File: config.mk
export PLATFORM = sky130hd
export DESIGN_NAME = edge_detect_multi
export DESIGN_NICKNAME = d
export VERILOG_FILES = /design/src/rtl/edge_detect_multi.sv
export SDC_FILE = /design/constraint.sdc
export NUM_CORES = 1
export LEC_CHECK = 0
export CORE_MARGIN = 3
export CORE_UTILIZATION = 47
export CTS_CLUSTER_SIZE = 8
export DETAILED_ROUTE_END_ITERATION = 6
export GPL_TIMING_DRIVEN = 1
export PLACE_DENSITY_LB_ADDON = 0.2
export SYNTH_ARGS = -nofsm -noshare
export SYNTH_HDL_FRONTEND = slang
export SYNTH_SLANG_ARGS = --single-unit
File: constraint.sdc
create_clock -name clk -period 3.06 [get_ports clk]
set_clock_uncertainty 0.05 [all_clocks]
set_input_delay 0.612 -clock clk [delete_from_list [all_inputs] [get_ports clk]]
set_output_delay 0.612 -clock clk [all_outputs]
set_load 0.005 [all_outputs]
File: src/rtl/edge_detect_multi.sv
// Multi-channel edge detector: per-channel synchroniser and glitch filter, registered
// rise/fall/event pulses, sticky event flags and a shared saturating event counter.
module edge_detect_multi #(
  parameter int unsigned CH          = 4,
  parameter int unsigned SYNC_STAGES = 2,
  parameter int unsigned FILT_LEN    = 3,
  parameter int unsigned CNT_W       = 8,
  parameter bit          RST_LVL     = 1'b0
) (
  input  logic               clk,
  input  logic               rst,
  input  logic [CH-1:0]      a,
  input  logic [CH-1:0]      en,
  input  logic [2*CH-1:0]    mode,
  input  logic [CH-1:0]      sticky_clr,
  input  logic               cnt_clr,
  output logic [CH-1:0]      rise,
  output logic [CH-1:0]      down,
  output logic [CH-1:0]      evt,
  output logic [CH-1:0]      sticky,
  output logic [CNT_W-1:0]   evt_cnt
);

  localparam int unsigned CW = (FILT_LEN > 1) ? $clog2(FILT_LEN) : 1;
  localparam int unsigned PW = $clog2(CH + 1);
  localparam int unsigned SW = ((CNT_W > PW) ? CNT_W : PW) + 1;
  localparam logic [CNT_W-1:0] CNT_MAX = '1;

  logic [CH-1:0] s;

  // Synchroniser chain; with zero stages the raw input feeds the filter directly.
  generate
    if (SYNC_STAGES == 0) begin : g_nosync
      assign s = a;
    end else begin : g_sync
      logic [CH-1:0] sync_q [SYNC_STAGES];
      always_ff @(posedge clk or posedge rst) begin
        if (rst) begin
          for (int i = 0; i < int'(SYNC_STAGES); i++) sync_q[i] <= {CH{RST_LVL}};
        end else begin
          sync_q[0] <= a;
          for (int i = 1; i < int'(SYNC_STAGES); i++) sync_q[i] <= sync_q[i-1];
        end
      end
      assign s = sync_q[SYNC_STAGES-1];
    end
  endgenerate

  function automatic logic [PW-1:0] popcount(input logic [CH-1:0] v);
    logic [PW-1:0] n;
    n = '0;
    for (int i = 0; i < int'(CH); i++) n = n + PW'(v[i]);
    return n;
  endfunction

  logic [CH-1:0]    f_q, f_next;
  logic [CW-1:0]    cnt_q [CH];
  logic [CW-1:0]    cnt_next [CH];
  logic [CH-1:0]    rise_next, down_next, evt_next, sticky_next;
  logic [CNT_W-1:0] evt_cnt_next;
  logic [CNT_W-1:0] cnt_base;
  logic [SW-1:0]    cnt_sum;

  // Filter: a differing level must be seen FILT_LEN times in a row to be accepted.
  always_comb begin
    f_next = f_q;
    for (int i = 0; i < int'(CH); i++) begin
      cnt_next[i] = '0;
      if (s[i] != f_q[i]) begin
        if (cnt_q[i] == CW'(FILT_LEN - 1)) f_next[i] = s[i];
        else                               cnt_next[i] = cnt_q[i] + CW'(1);
      end
    end
  end

  // Pulse, sticky and counter next-state; enables gate outputs only, never tracking.
  always_comb begin
    rise_next = ~f_q & f_next & en;
    down_next = f_q & ~f_next & en;
    evt_next  = '0;
    for (int i = 0; i < int'(CH); i++) begin
      evt_next[i] = (rise_next[i] & mode[2*i]) | (down_next[i] & mode[2*i+1]);
    end
    sticky_next  = (sticky & ~sticky_clr) | evt_next;
    cnt_base     = cnt_clr ? '0 : evt_cnt;
    cnt_sum      = SW'(cnt_base) + SW'(popcount(evt_next));
    evt_cnt_next = (cnt_sum > SW'(CNT_MAX)) ? CNT_MAX : cnt_sum[CNT_W-1:0];
  end

  always_ff @(posedge clk or posedge rst) begin
    if (rst) begin
      f_q     <= {CH{RST_LVL}};
      for (int i = 0; i < int'(CH); i++) cnt_q[i] <= '0;
      rise    <= '0;
      down    <= '0;
      evt     <= '0;
      sticky  <= '0;
      evt_cnt <= '0;
    end else begin
      f_q     <= f_next;
      for (int i = 0; i < int'(CH); i++) cnt_q[i] <= cnt_next[i];
      rise    <= rise_next;
      down    <= down_next;
      evt     <= evt_next;
      sticky  <= sticky_next;
      evt_cnt <= evt_cnt_next;
    end
  end

endmodule

* Yosys cells after proc, flatten, opt, wreduce, memory -nomap -nowiden
Cells that the tools add are included.
** Storage, ports and cells
- Logic and storage cells :: 68
- Register bits after elaboration :: 44
- Bits of input ports :: 23
- Output and inout port bits :: 24
** Cells by class
- Add/subtract/negate cells :: 8
- Multiplexer cells :: 18
- Equality and inequality tests :: 8
- $lt $le $gt $ge :: 1
- Bitwise gates (word level) :: 21
** Operators with widths (number)
- $and A4 B4 Y4 :: 5
- $mux W2 :: 8
- $mux W8 :: 2
- $not A4 Y4 :: 3
- $add A8 B3 Y9 :: 1
- $gt A9 B8 Y1 const B :: 1
- $add A2 B1 Y2 const B :: 4
- $and A1 B1 Y1 :: 8
- $eq A2 B2 Y1 const B :: 4
- $mux W1 :: 8
- $ne A1 B1 Y1 :: 4
- $or A1 B1 Y1 :: 4
- $or A4 B4 Y4 :: 1
- $add A2 B1 Y3 :: 1
- $add A3 B1 Y3 :: 1
- $add A1 B1 Y2 :: 1

* Logic depth before layout (Yosys ltp)
Gate-level depths: netlist (run 1).
- Depth after elaboration :: 14
- Depth in mapped cells :: 8

* Worst setup path after synthesis (run 1)
OpenSTA, ideal clock, no wires.
- Path kind :: in2reg
- Start :: input port en[1]
- End :: register evt_cnt[6]
- Arrival time :: 2.815 ns
- Library setup time :: 0.086 ns
- Slack :: 0.109 ns
- Stages :: 8
- Data required time :: 2.924 ns
- Path through :: nand3b_1 > a21oi_1 > fa_1 > fa_1 > fa_1 > and3_1 > and4_1 > nor3_1
** On the way
- Word-level cells in the longest chain between the ends :: 9
- Elaborated cells on any way between the ends :: 11
- Classes of those cells :: add/sub (4); order compare (1); mux (1); bitwise (5)
** RTL lines
- start: declaration :: line 13 : input logic [CH-1:0] en,
- $and A4 B4 Y4 (on tied branches) :: line 78, 79
- $and A1 B1 Y1 :: line 82 : evt_next[i] = (rise_next[i] & mode[2*i]) | (down_next[i] & mode[2*i+1]);
- $or A1 B1 Y1 (*) :: line 82
- named net evt_next[1] :: line 59 : logic [CH-1:0] rise_next, down_next, evt_next, sticky_next;
- $add A1 B1 Y2 (*) :: line 52 : for (int i = 0; i < int'(CH); i++) n = n + PW'(v[i]);
- $add A2 B1 Y3 (*) :: line 52
- $add A3 B1 Y3 (*) :: line 52
- $add A8 B3 Y9 (*) :: line 86 : cnt_sum = SW'(cnt_base) + SW'(popcount(evt_next));
- $gt A9 B8 Y1 :: line 87 : evt_cnt_next = (cnt_sum > SW'(CNT_MAX)) ? CNT_MAX : cnt_sum[CNT_W-1:0];
- $mux W8 (*) :: line 87
- named net evt_cnt_next[6] :: line 60 : logic [CNT_W-1:0] evt_cnt_next;
- end signal: assignment :: line 106 : evt_cnt <= evt_cnt_next;
- end: declaration :: line 21 : output logic [CNT_W-1:0] evt_cnt
Mark *: on every way through the listed nets, which the timed path passes. The rest lies on a longest branch.

* Worst setup path in the final report (run 1)
- Start :: input port mode[3]
- End :: register evt_cnt[3]
** On the way
- Word-level cells in the longest chain between the ends :: 8
** RTL lines
- start: declaration :: line 14 : input logic [2*CH-1:0] mode,
- $and A1 B1 Y1 (*) :: line 82
- $or A1 B1 Y1 (*) :: line 82
- named net evt_next[1] :: line 59
- $add A1 B1 Y2 (*) :: line 52
- $add A2 B1 Y3 (*) :: line 52
- $add A3 B1 Y3 (*) :: line 52
- $add A8 B3 Y9 (*) :: line 86
- $gt A9 B8 Y1 :: line 87
- $mux W8 (*) :: line 87
- named net evt_cnt_next[3] :: line 60
Marks and branches as above.

==> results.json, run 1 <==
{
  "antenna_left": 0,
  "required_ps": 3180,
  "ys_ff_latch": 44,
  "ios": 47,
  "layout_setup_ws_ps": 67.5,
  "area_delta_synth_final_pct": 44.5,
  "crit_fanout": 4,
  "die_width_um": 67.6,
  "met3_usage_pct": 3.83,
  "maxCapViolCount": 0,
  "period_share_pct": 97.8,
  "drtIter0Drc": 39,
  "synth-async-reset-ratio_pct": 100,
  "core_region_area_sq_mm": 0.00349,
  "vias": 1372,
  "powerDensity_mw_per_mm2": 571,
  "clock_latency_ps": 290,
  "slew_headroom_pct": 63.8,
  "die_area_sq_mm": 0.00457,
  "hold_path_class": "flop to flop",
  "yosys_warnings": 0,
  "cts-hold-fix-buffers": 0,
  "place_congestion": 0.876,
  "grt_start_max_net_pins": 45,
  "peakVddDrop_mv": 0.363,
  "synth_common_cells": "dfrtp_1, nand3b_1, inv_1, nand2b_1",
  "start_util_pct": 51.0,
  "portBuffers": 46,
  "grt_pass1_wl_um": 5880,
  "dp.cells": 249,
  "leakage_uw": 0.00124,
  "maxSlewViolCount": 0,
  "yosysMostFrequentCell": "dfrtp_1",
  "crit_type": "input pin to flop",
  "root_buffer": "clkbuf_8",
  "fmax_mhz": 334,
  "grt_pass1_vias": 1335,
  "cp.arrival_ps": 3110,
  "synth_cell_types": 29,
  "fin_hold_ws_ps": 305,
  "syn_avg_cell_area_sq_um": 12.2,
  "cts_buffers": 5,
  "switching_share_pct": 25.3,
  "setup_violations": 0,
  "clkPwrFrac_pct": 30.7,
  "drc": 0,
  "worstMarginPinSlew_ps": 543,
  "ys_seq_area_share_pct": 61.8,
  "cts_tree": "built",
  "instances_no_fill": 260,
  "drive_gt1_share_pct": 16.8,
  "p_int_uw": 1100,
  "synthTopCellsByArea": "dfrtp_1, nand3b_1, nand2b_1",
  "layout_min_cycle_time_ps": 2990,
  "p_seq_share_pct": 50.5,
  "drt-wirelength-per-cell_um": 14.1,
  "endpoint_kind": "flop",
  "outcome": "completed",
  "power_uw": 1470,
  "htree_num_levels": 2,
  "antenna_found_initial": 0,
  "start_kind": "input pin",
  "die_h_um": 67.6,
  "grt.overflow.total": 0,
  "dpl.hpwl_um": 2670,
  "cts_buffer_depth": 2,
  "grt.met1_usage_pct": 21.8,
  "grt.busiest_layer": "met2",
  "use_met2_pct": 28.7,
  "rows": 21,
  "pwr-share-comb_pct": 18.7,
  "synth_edf_count": 0,
  "synth_top_area_cell": "dfrtp_1",
  "clkSlewWorstSetupHoldPaths_ps": 80,
  "synth_fp_nets": 173,
  "viasPerCell": 5.28,
  "syn-cell-area_sq_mm": 0.00178,
  "nets": 240,
  "switchingPower_uw": 372,
  "antenna_cells": 0,
  "first_pass_iters": 4,
  "wl_um": 3670,
  "grt_util_all_layers_pct": 17.0,
  "synth_flop_cell": "dfrtp_1",
  "yosys.area.top_type_share_pct": 61.8,
  "finalHoldViolations": 0,
  "pre_cts_ws_ps": -446,
  "cts.sinks": 44,
  "synth_cells": 146
}
==> power by group through the flow <==
stage	clock network (uW)	registers, uW	logic [uW]
final	451	742	275
after global routing	492	755	305
after CTS	468	741	274
after detailed placement	0	752	271
after global placement	0	743	258
after floorplan	0	735	164
==> cells in the final DEF (no fill, tap or decap), types with 4 or more instances in the layout <==
master,count
clkbuf_8,6
a211oi_1,8
clkdlybuf4s50_1,40
dfrtp_1,44
buf_4,14
a21oi_1,6
a21o_1,5
dlymetal6s2s_1,6
mux2_2,4
nand2b_1,10
nor2_1,9
inv_1,9
nand2_1,5
nand3b_1,12
==> worst max-delay path, cell delays in order <==
cell and delay, ps:
clkdlybuf4s50_1 450, nand3b_1 90, a21oi_2 140, buf_4 130, fa_1 410, fa_2 380
fa_2 430, buf_6 140, a311oi_2 240, nor3_1 80
==> path summary, 6_finish.rpt <==
path / startpoint / end / slack, ps / cells after the start
setup reg to reg: s[0] / evt_cnt[3] / 280 / 9
min in group asynchronous: rst / down[0] / 710 / 3
hold reg to reg: g_sync.sync_q[5] / s[1] / 310 / 0
setup / recovery: mode[3] / evt_cnt[3] / 70 / 10
max in group asynchronous: rst / f_q[2] / 1870 / 3
hold / removal: g_sync.sync_q[5] / s[1] / 310 / 0
==> registers in the layout, summed over array words and instances, names as in the netlist <==
signal / cells
rise: 4
down: 4
cnt_q: 8
f_q: 4
g_sync.sync_q: 4
s: 4
sticky: 4
evt: 4
evt_cnt: 8
==> area by class of cell <==
type	count	area, sq um
inverters	10	37.5
fillers	253	921
well taps	46	57.6
flip-flops and latches	44	1100
multi-input cells	91	664
repair buffers	61	592
clock buffers	6	82.6
clock inverters	2	38.8
==> per-layer routing <==
| layer | share of wire [%] | vias up |
|---|---|---|
| met3 | 6.3 | 3 |
| met1 | 41 | 684 |
| met4 | 0.82 | 0 |
| met2 | 52 | 40 |
| li1 | - | 645 |
| met5 | 0 | - |
==> cells by family after synthesis <==
| group | count (synthesis) | share of synthesized area [%] |
|---|---|---|
| simple gates | 54 | 18.0 |
| fa+ha+maj | 4 | 4.07 |
| mux | 4 | 2.53 |
| compound gates | 29 | 10.8 |
| flops | 44 | 61.8 |
| buf+inv | 11 | 2.74 |
==> stage by stage <==
| step | setup TNS [ps] | area (sq um) | util, % |
|---|---|---|---|
| 2_1_floorplan | 0 | 1780 | - |
| 3_3_place_gp | -1840 | 2380 | 68.1 |
| 3_5_place_dp | -2320 | 2380 | 68.1 |
| 4_1_cts | 0 | 2510 | 71.8 |
| 5_1_grt | -4.63 | 2570 | 73.6 |
| 6_report | 0 | 2570 | 73.6 |
==> what timing repair did <==
action                                  CTS  global route
setup buffers                             0             3
pin swaps                                 0             9
gates resized for setup                   3            12
endpoints found under the setup margin    4             5
(Power assumes the default switching activity.)
==> run 2: changes to the inputs <==
--- a/config.mk
+++ b/config.mk
@@ -6,9 +6,10 @@
 export NUM_CORES = 1
 export LEC_CHECK = 0
 export CORE_MARGIN = 3
-export CORE_UTILIZATION = 47
+export CORE_UTILIZATION = 55
 export CTS_CLUSTER_SIZE = 8
 export DETAILED_ROUTE_END_ITERATION = 6
+export DONT_BUFFER_PORTS = 1
 export GPL_TIMING_DRIVEN = 1
 export PLACE_DENSITY_LB_ADDON = 0.2
 export SYNTH_ARGS = -nofsm -noshare
==> results.json, run 2 (synthesis results as in run 1) <==
{
  "rsz0062_at_grt": "false",
  "powerDensity_mw_per_mm2": 632,
  "fin_hold_ws_ps": 194,
  "nets": 184,
  "antenna_left": 0,
  "cts_buffer_depth": 2,
  "grt_util_all_layers_pct": 16.1,
  "drive_gt1_share_pct": 12.7,
  "antenna_cells": 0,
  "core_region_area_sq_mm": 0.00308,
  "setup_violations": 0,
  "grt_pass1_wl_um": 4890,
  "final_common_cell": "dfrtp_1",
  "antenna_found_initial": 0,
  "rows": 20,
  "hold_path_class": "input pin to asynchronous set/reset pin",
  "grt_pass1_vias": 1090,
  "cts.sinks": 44,
  "drt-wirelength-per-cell_um": 14.6,
  "post_cts_buffers": 0,
  "power_uw": 1220,
  "leakage_uw": 0.000947,
  "drtIter0Drc": 32,
  "fmax_mhz": 348,
  "cp.arrival_ps": 3090,
  "clkSlewWorstSetupHoldPaths_ps": 120,
  "root_buffer": "clkbuf_4",
  "peakVddDrop_mv": 0.343,
  "place_congestion": 0.846,
  "die_width_um": 62.9,
  "worstMarginPinSlew_ps": 972,
  "htree_num_levels": 2,
  "vias": 1112,
  "max_stage_delay_ps": 460,
  "finalHoldViolations": 0,
  "reg.largest.list": "cnt_q x8, evt_cnt x8",
  "area_delta_synth_final_pct": 8.71,
  "ios": 47,
  "die_h_um": 62.9,
  "required_ps": 3270,
  "outcome": "completed",
  "maxCapViolCount": 0,
  "drc": 0,
  "cts_tree": "built",
  "portBuffers": 0,
  "cpMostUsedCell": "fa_1",
  "start_kind": "flop",
  "cp_slowest_cell": "fa_1",
  "clock_latency_ps": 340,
  "viasPerCell": 5.50,
  "slew_headroom_pct": 34.8,
  "first_pass_iters": 4,
  "reg2reg_from": "s[3]",
  "n_fill_cell": 255,
  "period_share_pct": 93.9,
  "crit_type": "flop to flop",
  "final_cell_mix": "dfrtp_1, nand3b_1, nand2b_1",
  "maxSlewViolCount": 0,
  "die_area_sq_mm": 0.00396,
  "endpoint_kind": "flop",
  "layout_min_cycle_time_ps": 2870,
  "cts_buffers": 5,
  "wl_um": 2960,
  "cp_top_family": "adder cells",
  "crit_fanout": 5,
  "crit_buf_inv": 0,
  "grt_start_max_net_pins": 30,
  "start_util_pct": 57.9,
  "dpl.hpwl_um": 2240,
  "grt.overflow.total": 0,
  "path_cells": "nand3b_1 > a21oi_2 > fa_1 > fa_1 > fa_1 > and3_1 > and4_1 > nor3_1",
  "cp-startpoint": "s[3]"
}
-- run 2: cell count changes in the layout (fill, tap and decap cells not counted), sizes merged --
cell	previous run	this run
buf	15	5
bufinv	1	0
clkbuf	6	7
clkdlybuf4s50	40	0
clkinv	2	1
clkinvlp	0	1
dlymetal6s2s	6	0
-- run 2: cell type report --
| type | instances | area, sq um | share of cell area [%] |
|---|---|---|---|
| sequential | 44 | 1100 | 56.8 |
| multi-input combinational | 91 | 643 | 33.2 |
| clock buffer | 7 | 55.1 | 2.84 |
| tap | 44 | 55.1 | 2.84 |
| timing repair buffer | 5 | 37.5 | 1.94 |
| inverter | 10 | 37.5 | 1.94 |
| clock inverter | 1 | 7.51 | 0.388 |
-- run 2: worst paths after layout --
kind / cells after the start / to / slack [ps]
max in group asynchronous: 2 / rise[0] / 2100
hold reg to reg: 0 / s[1] / 310
hold / removal: 1 / evt_cnt[0] / 190
setup reg to reg: 8 / evt_cnt[6] / 190
min in group clk: 0 / g_sync.sync_q[4] / 230
setup / recovery: 8 / evt_cnt[6] / 190
-- run 2: where the power goes --
part	internal, uW	leakage (uW)	total, uW	switching [uW]
clock network	113	0.0000315	282	170
logic	101	0.000334	195	93.2
registers	668	0.000581	747	79.1
-- run 2: stage by stage --
step | setup WS (ps) | area, sq um | utilization (%) | TNS (ps) | instances
after floorplan | 109 | 1780 | - | 0 | 146
after global placement | 38.9 | 1860 | 60.5 | 0 | 194
after detailed placement | -17.3 | 1860 | 60.5 | -17.3 | 194
after CTS | 80.1 | 1930 | 62.6 | 0 | 202
after global routing | 5.59 | 1940 | 62.9 | 0 | 202
final | 186 | 1940 | 62.9 | 0 | 202
-- run 2: timing repair --
| item | 4_1_cts | 5_1_grt |
|---|---|---|
| endpoints found under the hold margin | 0 | 0 |
| gates resized for setup | 0 | 3 |
| setup endpoints to repair | 0 | 1 |
| hold buffers | 0 | 0 |
-- run 2: routing by layer --
layer / vias up / global-route usage (%) / part of all wire [%]
met5: - / 0 / 0
met1: 530 / 17.7 / 42
met3: 4 / 7.73 / 7.4
met4: 0 / 5.79 / 1.1
met2: 46 / 27.0 / 50
li1: 532 / - / -
==> run 3: changes to the inputs <==
--- a/config.mk
+++ b/config.mk
@@ -5,13 +5,13 @@
 export SDC_FILE = /design/constraint.sdc
 export NUM_CORES = 1
 export LEC_CHECK = 0
-export CORE_MARGIN = 3
 export CORE_UTILIZATION = 55
 export CTS_CLUSTER_SIZE = 8
 export DETAILED_ROUTE_END_ITERATION = 6
 export DONT_BUFFER_PORTS = 1
 export GPL_TIMING_DRIVEN = 1
 export PLACE_DENSITY_LB_ADDON = 0.2
+export SKIP_CTS_REPAIR_TIMING = 1
 export SYNTH_ARGS = -nofsm -noshare
 export SYNTH_HDL_FRONTEND = slang
 export SYNTH_SLANG_ARGS = --single-unit
==> results.json, run 3 (synthesis results as in run 1) <==
{
  "n_fill_cell": 255,
  "die_width_um": 58.9,
  "maxCapViolCount": 0,
  "endpoint_kind": "flop",
  "clock_latency_ps": 340,
  "peakVddDrop_mv": 0.312,
  "crit_fanout": 5,
  "cpMostUsedCell": "fa_1",
  "crit_buf_inv": 0,
  "powerDensity_mw_per_mm2": 675,
  "worstMarginPinSlew_ps": 875,
  "rows": 20,
  "ios": 47,
  "cts_buffers": 5,
  "die_area_sq_mm": 0.00347,
  "setup_violations": 0,
  "cp-startpoint": "s[3]",
  "grt_pass1_vias": 1108,
  "clkSlewWorstSetupHoldPaths_ps": 120,
  "grt_pass1_wl_um": 4820,
  "area_delta_synth_final_pct": 10.7,
  "cp_top_family": "adder cells",
  "r2r_end": "evt_cnt[6]",
  "place_congestion": 0.835,
  "period_share_pct": 93.2,
  "final_cell_mix": "dfrtp_1, nand3b_1, nand2b_1",
  "first_pass_iters": 4,
  "layout_min_cycle_time_ps": 2850,
  "r2r_slack_ps": 210,
  "grt_start_max_net_pins": 27,
  "reg.largest.list": "cnt_q x8, evt_cnt x8",
  "instances_no_fill": 202,
  "hold_path_class": "input pin to asynchronous set/reset pin",
  "root_buffer": "clkbuf_4",
  "outcome": "completed",
  "maxSlewViolCount": 0,
  "required_ps": 3270,
  "reg2reg_from": "s[3]",
  "portBuffers": 0,
  "vias": 1125,
  "core_region_area_sq_mm": 0.00305,
  "finalHoldViolations": 0,
  "fmax_mhz": 351,
  "cts_buffer_depth": 2,
  "dpl.hpwl_um": 2170,
  "nets": 184,
  "antenna_cells": 0,
  "die_h_um": 58.9,
  "max_stage_delay_ps": 470,
  "htree_num_levels": 2,
  "rsz0062_at_grt": "false",
  "dp.cells": 194,
  "start_util_pct": 58.4,
  "wl_um": 3000,
  "drc": 0,
  "leakage_uw": 0.000963,
  "cts.sinks": 44,
  "drtIter0Drc": 38,
  "critPathCapture": "evt_cnt[6]",
  "viasPerCell": 5.57,
  "slew_headroom_pct": 41.3,
  "cp.arrival_ps": 3060,
  "antenna_found_initial": 0,
  "cts_tree": "built",
  "antenna_left": 0,
  "crit_type": "flop to flop",
  "post-route-util_pct": 64.6,
  "grt.overflow.total": 0,
  "drt-wirelength-per-cell_um": 14.9,
  "cp_slowest_cell": "fa_1",
  "reg2reg_depth": 8,
  "grt_util_all_layers_pct": 19.2,
  "path_cells": "nand3b_1 > a21oi_2 > fa_1 > fa_1 > fa_2 > and3_1 > and4_1 > nor3_1",
  "crit_cells": 8,
  "drive_gt1_share_pct": 13.9,
  "start_kind": "flop",
  "final_common_cell": "dfrtp_1"
}
-- run 3: cell types whose count changed in the layout (fill, tap and decap cells not counted), sizes merged --
cell,delta
bufinv,+1
clkinvlp,-1
-- run 3: power breakdown --
group	total [uW]	internal, uW	switching, uW
Clock	388	217	171
Combinational	199	104	95.6
Sequential	744	668	76.0
Total	1330	989	342
-- run 3: worst register-to-register path: stages, from the launching register on --
cell      delay (ps)
dfrtp_1          440
nand3b_1         210
a21oi_2          200
fa_1             460
fa_1             470
fa_2             400
and3_1           200
and4_1           190
nor3_1           160
-- run 3: worst min path at each step --
stage | start | to | slack (ps) | depth (start not counted)
global placement | g_sync.sync_q[4] | s[0] | 280 | 0
detailed placement | g_sync.sync_q[4] | s[0] | 290 | 0
floorplan | g_sync.sync_q[4] | s[0] | 280 | 0
global route | a[2] | g_sync.sync_q[6] | 200 | 0
CTS | rst | g_sync.sync_q[4] | 180 | 1
finish | rst | sticky[0] | 170 | 1
-- run 3: area by class of cell --
type                       count  area (sq um)  area share (%)
clock buffer                   7          65.1            3.30
clock inverter                 1          30.0            1.52
inverter                      10          37.5            1.90
multi-input combinational     91           646            32.7
sequential                    44          1100            55.8
tap                           44          55.1            2.79
timing repair buffer           5          37.5            1.90
-- run 3: routing by layer --
| layer | GRT usage (%) | vias to the layer above | part of all wire (%) |
|---|---|---|---|
| li1 | - | 535 | - |
| met1 | 22.9 | 552 | 41 |
| met2 | 30.8 | 34 | 52 |
| met3 | 7.03 | 4 | 5.4 |
| met4 | 9.52 | 0 | 1.5 |
| met5 | 0 | - | 0 |
-- run 3: metrics by stage --
step / setup slack [ps] / power, uW / hold slack [ps] / TNS, ps / cell area [sq um]
2_1_floorplan: 109 / 899 / 281 / 0 / 1780
3_3_place_gp: 13.5 / 935 / 284 / 0 / 1860
3_5_place_dp: -24.6 / 951 / 286 / -24.6 / 1860
4_1_cts: 78.4 / 1340 / 183 / 0 / 1960
5_1_grt: 67.8 / 1410 / 198 / 0 / 1970
6_report: 208 / 1330 / 166 / 0 / 1970
